**config.mk**
```make
export PLATFORM = sky130hd
export DESIGN_NAME = wb_regfile
export DESIGN_NICKNAME = d
export VERILOG_FILES = /design/src/rtl/wb_regfile.sv
export SDC_FILE = /design/constraint.sdc
export NUM_CORES = 2
export LEC_CHECK = 0
export CAP_MARGIN = 15
export CORE_MARGIN = 2
export CORE_UTILIZATION = 40
export DETAILED_ROUTE_END_ITERATION = 12
export PLACE_DENSITY = 0.56
export SYNTH_ARGS = -nofsm -noshare
export SYNTH_HDL_FRONTEND = slang
export SYNTH_SLANG_ARGS = --single-unit
```
**constraint.sdc**
```tcl
create_clock -name clk -period 7.51 [get_ports clk]
set_input_delay 2.253 -clock clk [delete_from_list [all_inputs] [get_ports clk]]
set_output_delay 2.253 -clock clk [all_outputs]
set_load 0.01 [all_outputs]
```
**src/rtl/wb_regfile.sv**
```systemverilog
// -----------------------------------------------------------------------------
// wb_regfile -- 32 x 32-bit MIPS general-purpose register file.
//
// The write-back stage writes one register per cycle. The decode stage reads
// two operands (rs on port 1, rt on port 2). rdata1 is the word that the decode
// operand pass-through stage forwards to execute. A third read port serves the
// board display.
//
// The block also keeps a committed-write counter for performance statistics.
// It counts writes that actually land in the file, so writes to r0 are not
// counted.
//
// Optional feature, enabled by defining the macro REGFILE_BYPASS_EN:
//   When a write to rN is in flight this cycle, rdata1 and rdata2 return wdata
//   combinationally for reads of rN. dbg_data is never bypassed; it always
//   shows the stored contents.
//
// Ports:
//   clk       system clock; all state updates on the rising edge
//   rst_n     asynchronous active-low reset; clears all registers and wr_count
//   we        write enable from the write-back stage
//   waddr     destination register index
//   wdata     write-back data
//   raddr1    read port 1 index (rs)
//   rdata1    read port 1 data (zero-cycle latency)
//   raddr2    read port 2 index (rt)
//   rdata2    read port 2 data (zero-cycle latency)
//   dbg_addr  debug/display read index
//   dbg_data  debug read data; always the stored value
//   wr_count  number of committed register writes since reset; wraps silently
// -----------------------------------------------------------------------------
module wb_regfile #(
  parameter int DATA_W = 32,
  parameter int ADDR_W = 5,
  parameter int CNT_W  = 32
) (
  input  logic              clk,
  input  logic              rst_n,
  input  logic              we,
  input  logic [ADDR_W-1:0] waddr,
  input  logic [DATA_W-1:0] wdata,
  input  logic [ADDR_W-1:0] raddr1,
  input  logic [ADDR_W-1:0] raddr2,
  output logic [DATA_W-1:0] rdata1,
  output logic [DATA_W-1:0] rdata2,
  input  logic [ADDR_W-1:0] dbg_addr,
  output logic [DATA_W-1:0] dbg_data,
  output logic [CNT_W-1:0]  wr_count
);

  localparam int DEPTH = 2 ** ADDR_W;

  logic [DATA_W-1:0] mem [DEPTH];

  // A write commits only when it targets a real register; r0 is hardwired 0.
  logic wr_commit;
  assign wr_commit = we && (waddr != '0);

  // NOTE: the array is reset on purpose, because software expects every
  // register to read 0 after reset. That rules out a RAM macro, and for a
  // 32-entry file flops are the right choice anyway.
  always_ff @(posedge clk or negedge rst_n) begin
    if (!rst_n) begin
      for (int i = 0; i < DEPTH; i++) begin
        mem[i] <= '0;
      end
    end else if (wr_commit) begin
      // NOTE: non-blocking assignment, so a same-cycle read sees the old
      // value until the edge has passed.
      mem[waddr] <= wdata;
    end
  end

  // Counts every committed write, including rewrites of an identical value.
  // Natural binary wrap; no overflow flag.
  always_ff @(posedge clk or negedge rst_n) begin
    if (!rst_n) begin
      wr_count <= '0;
    end else if (wr_commit) begin
      wr_count <= wr_count + 1'b1;
    end
  end

  // Asynchronous reads. An index of 0 is forced to 0 explicitly, so r0 never
  // depends on the contents of mem[0].
  always_comb begin
    // NOTE: every output gets its default first, so no path can infer a latch.
    rdata1   = (raddr1   == '0) ? '0 : mem[raddr1];
    rdata2   = (raddr2   == '0) ? '0 : mem[raddr2];
    dbg_data = (dbg_addr == '0) ? '0 : mem[dbg_addr];
`ifdef REGFILE_BYPASS_EN
    // wr_commit already excludes waddr==0, so r0 can never be forwarded.
    if (wr_commit && (raddr1 == waddr)) rdata1 = wdata;
    if (wr_commit && (raddr2 == waddr)) rdata2 = wdata;
`endif
  end

endmodule

```
Word-level counts from Yosys, hierarchy flattened. Index checks and enable logic that the tools add are counted.

Register bits: 1056.

Order comparisons: 5. Add/sub/neg operators: 1. Reduce and logical (&&, ||, !) cells: 6. Mux-type cells: 15. Bitwise operators: 4.

Operator list (count): 1024-bit bitwise mux (1); 32-bit binary-select mux with 5-bit select (3); 32-bit two-way mux (10); 32-bit demux with 5-bit select (1); 32-bit by 1-bit adder with 32-bit output (second input constant) (1); 6-bit >= comparator (second input constant) (4); 5-bit NOT with 6-bit output (4); 5-bit zero test (3); 6-bit by 1-bit less-than comparator with 1-bit output (second input constant) (1); 5-bit nonzero test (1); 1-bit logical AND (2).

Depth between registers and ports, before layout.
Depth after elaboration: 6. Mapped depth: 10. Gate-level depth less buffers: 5.

Least setup slack after synthesis. No wires, ideal clock.

Kind: input-to-output. From: input port raddr2[1]. To: output port rdata2[15]. Cell stages on the path: 7. Data arrival time: 3.944 ns. Required time: 5.257 ns. Setup slack: 1.313 ns. Path buffers: 3. Cell sequence: buf_2 buf_2 clkbuf_1 nor2_1 a22oi_1 a31oi_1 a2111oi_0.

Longest elaborated chain between the ends: 5. Elaborated cells between the ends (all ways): 6. Classes of those cells: mux (4); bitwise (1); reduce/logical (1).

Ends and longest elaborated chain: from (decl) (RTL line 43) `input logic [ADDR_W-1:0] raddr2,`; 5-bit NOT with 6-bit output (not written as such) (RTL line 89) `rdata2 = (raddr2 == '0) ? '0 : mem[raddr2];`; 32-bit binary-select mux with 5-bit select (RTL line 89); 32-bit two-way mux (not written as such) (2 in a row) (RTL line 89); 32-bit two-way mux * (RTL line 89); to (decl) (RTL line 45) `output logic [DATA_W-1:0] rdata2,`.

Every way passes the cells marked *; elsewhere a longest branch is shown, timed or not. The select of a mux whose other input is x is not followed.

Worst setup path after layout.
From: input port raddr2[0]. To: output port rdata2[5].

The elaborated chain is that of the path after synthesis.

==> flow_metrics.py <==
metrics = {
    "outcome": {
        "outcome": "finished with violations",
        "violations": "negative setup slack",
    },
    "yosys": {
        "muxShareOfSynthArea_pct": 46.2,
        "avgSynthCellArea_um2": 14.3,
        "synth_compound_area_share_pct": 5.41,
        "yosysSeqAreaShare_pct": 41.2,
        "async_reset_ff_share_pct": 100,
        "synthXorXnorAreaFrac_pct": 0.423,
        "ys_seq_elements": 1056,
        "synth_area_leaders": "dfrtp_1 41%, mux4_2 22%, mux2_2 19%",
        "ys_dominant_reg_cell": "dfrtp_1",
        "synthCells": 4492,
        "synth_top_area_share_pct": 41.2,
        "synth_edf_count": 0,
        "synth_top_family_by_area": "multiplexers",
        "synth_top_cell_by_area": "dfrtp_1",
        "yosys.area_share.adder_pct": 0.0195,
        "synth-simple-area-share_pct": 2.87,
        "syn_area_um2": 64200,
        "syn-num-nets": 4548,
        "ys_warn_count": 0,
        "ys_types": 47,
    },
    "timing": {
        "max_freq_ghz": 0.132,
        "worst_slew_pin_slew_ps": 1240,
        "setup_viol": 2,
        "worst_slack_ps": -71.2,
        "fin_worst_skew_ps": 10.7,
        "timing.final.crit_period_ps": 7580,
        "hold_viol_final": 0,
        "fin_crit_sh_pct": 101,
        "max_slew_margin_pct": 17.4,
        "final-max-slew-violation-count": 0,
        "rsz0062_at_grt": "no",
    },
    "power": {
        "combPwrFrac_pct": 24.6,
        "switching_share_pct": 29.8,
        "peakVddDrop_uv": 257,
        "p_int_mw": 13.4,
        "clockPowerShare_pct": 34.1,
        "p_total_mw": 19.0,
        "power_density_nw_per_um2": 257,
        "p_sw_mw": 5.66,
        "p_leak_nw": 31.2,
        "seqPwrFrac_pct": 41.4,
    },
    "clocking": {
        "cts_made_buffers": 131,
        "cts_tree": "done",
        "clockBufferDepth": 3,
        "cts.sinks": 1056,
        "cts_root_buffer": "clkbuf_16",
        "clkLatencyLatePin_ps": 780,
        "ctsHoldBuffers": 0,
        "cts.clk_slew.worst_paths_ps": 60,
        "htree_levels": 4,
    },
    "setup_path": {
        "arrival_ps": 5330,
        "timing.rr.start": "wr_count[2]",
        "cp-end-kind": "primary output",
        "reg2reg_depth": 5,
        "critPathKind": "input pin to primary output",
        "critPathLaunch": "raddr2[0]",
        "cp-start-kind": "input pin",
        "crit_fanout": 21,
        "critPathRequiredTime_ps": 5260,
    },
    "grt": {
        "gr-total-overflow": 0,
        "antenna_found_initial": 18,
        "grt_pass1_vias": 45377,
        "grt_pass1_wl_mm": 349,
        "grt_max_degree": 136,
        "grt_usage_pct": 29.8,
    },
    "cells_and_area": {
        "mostFrequentLayoutCells": "1066 x mux2_2, 1056 x dfrtp_1, 617 x mux4_2, 376 x mux2i_1, 205 x buf_4",
        "n_fill_cell": 14085,
        "nNetsFinal": 4616,
        "final_common_cell": "mux2_2",
        "drive_gt1_share_pct": 48.4,
        "stdcell_count": 6746,
        "areaGrowthSynthToFinish_pct": 15.4,
    },
    "drt": {
        "drtPass1Iterations": 7,
        "routed_wirelength_mm": 243,
        "drt_iter0_drc": 5103,
        "ant_nets": 0,
        "via_per_inst": 6.71,
        "drc": 0,
        "vias": 45244,
        "wl_per_cell_um": 36.1,
    },
    "placement": {
        "dpl.cell_count": 6504,
        "place_hpwl_mm": 154,
        "place.gp.congestion": 0.883,
        "port-buffer-count": 182,
    },
    "floorplan": {
        "num_io_pins": 183,
        "die_area_um2": 164000,
        "fp.dieH_um": 405,
        "fp.coreArea_um2": 160000,
        "row_count": 147,
        "start_util_pct": 40.1,
        "fp.dieW_um": 405,
    },
    "min_path": {
        "hold_depth": 0,
        "hp-class": "flip-flop to flip-flop",
        "hold_start": "mem[1008]",
    },
    "job": {
        "maxCapViolCount": 0,
    },
}
==> registers in the layout (all words and copies together) (netlist names) <==
signal	cells
mem	1024
wr_count	32
==> kinds of logic (layout without fill, tap and decap cells) <==
family,Yosys count,after routing
other,0,3
AO/OA/AOI/OAI,470,470
multiplexers,2060,2060
buffers and inverters,542,707
AND/OR/NAND/NOR,332,332
XOR/XNOR,31,31
adder cells (fa/ha/maj),1,1
flip-flops,1056,1056
==> power by group through the flow <==
stage                     Combinational, mW  Clock [mW]  Sequential, mW
after detailed placement               4.62           0            7.93
after CTS                              4.64        6.58            7.83
after floorplan                        3.28           0            7.54
final                                  4.67        6.48            7.87
after global placement                 4.56           0            7.89
after global routing                   4.95        6.82            8.03
==> through the flow <==
step | TNS [ps] | hold WS (ps) | utilization [%] | setup WS, ps | cell area [µm²]
2_1_floorplan | 0 | 458 | - | 1310 | 64200
6_report | -109 | 418 | 46.3 | -71.2 | 74100
3_3_place_gp | -241 | 406 | 43.4 | -241 | 69500
5_1_grt | 0 | 438 | 46.3 | 23.1 | 74100
4_1_cts | 0 | 418 | 46.2 | 0.431 | 73900
3_5_place_dp | -96.4 | 409 | 43.4 | -96.4 | 69500
==> worst max-delay path: stages <==
cell and delay [ps]:
buf_8 300, mux4_2 560, a22o_1 230, a2111oi_0 970, nor3_1 380, clkdlybuf4s50_1 600
==> layer usage <==
layer,vias up,routed length [µm],global-route usage [%]
li1,17964,-,-
met1,24460,100000,41.0
met2,2287,109000,45.0
met3,515,23000,7.77
met4,18,10700,11.8
met5,-,122,0
==> repair_timing <==
action,4_1_cts,5_1_grt
buffers inserted,0,0
setup endpoints to repair,1,2
resized for setup,1,2
==> cells in the mapped netlist (3+ instances only) <==
| cell type | instances |
|---|---|
| a2111oi_0 | 31 |
| inv_1 | 5 |
| o21ai_0 | 3 |
| buf_2 | 162 |
| or3_1 | 4 |
| nor4_1 | 13 |
| mux2i_1 | 376 |
| buf_4 | 35 |
| clkbuf_1 | 272 |
| a31oi_1 | 18 |
| nor2_1 | 21 |
| mux4_2 | 617 |
| nor3_1 | 80 |
| a211oi_1 | 65 |
| nor2b_1 | 80 |
| o32ai_1 | 28 |
| xnor2_1 | 29 |
| buf_6 | 16 |
| nand4_1 | 20 |
| and2_1 | 36 |
| dfrtp_1 | 1056 |
| mux2_2 | 1066 |
| nand2b_1 | 6 |
| and3_1 | 8 |
| a21oi_1 | 51 |
| a22o_1 | 49 |
| o221ai_1 | 27 |
| buf_1 | 47 |
| o22ai_1 | 64 |
| a22oi_1 | 130 |
| nand3_1 | 21 |
| nand2_1 | 32 |
==> worst paths after layout <==
check | endpoint | slack [ps]
setup / recovery | rdata2[5] | -70
hold / removal | mem[1008] | 420
setup reg to reg | wr_count[29] | 5890
hold reg to reg | mem[1008] | 420
max in group asynchronous | mem[148] | 4650
min in group asynchronous | mem[1023] | 1470
==> area by class of cell <==
type / instances / area [µm²] / area share (%)
multi-input cells: 2894 / 35600 / 48.0
flip-flops and latches: 1056 / 26400 / 35.6
repair buffers: 470 / 5110 / 6.90
clock buffers: 193 / 3930 / 5.31
well taps: 2086 / 2610 / 3.52
clock inverters: 37 / 430 / 0.581
inverters: 7 / 26.3 / 0.0354
diodes: 3 / 7.51 / 0.0101
Power figures use the tool's default switching activity.
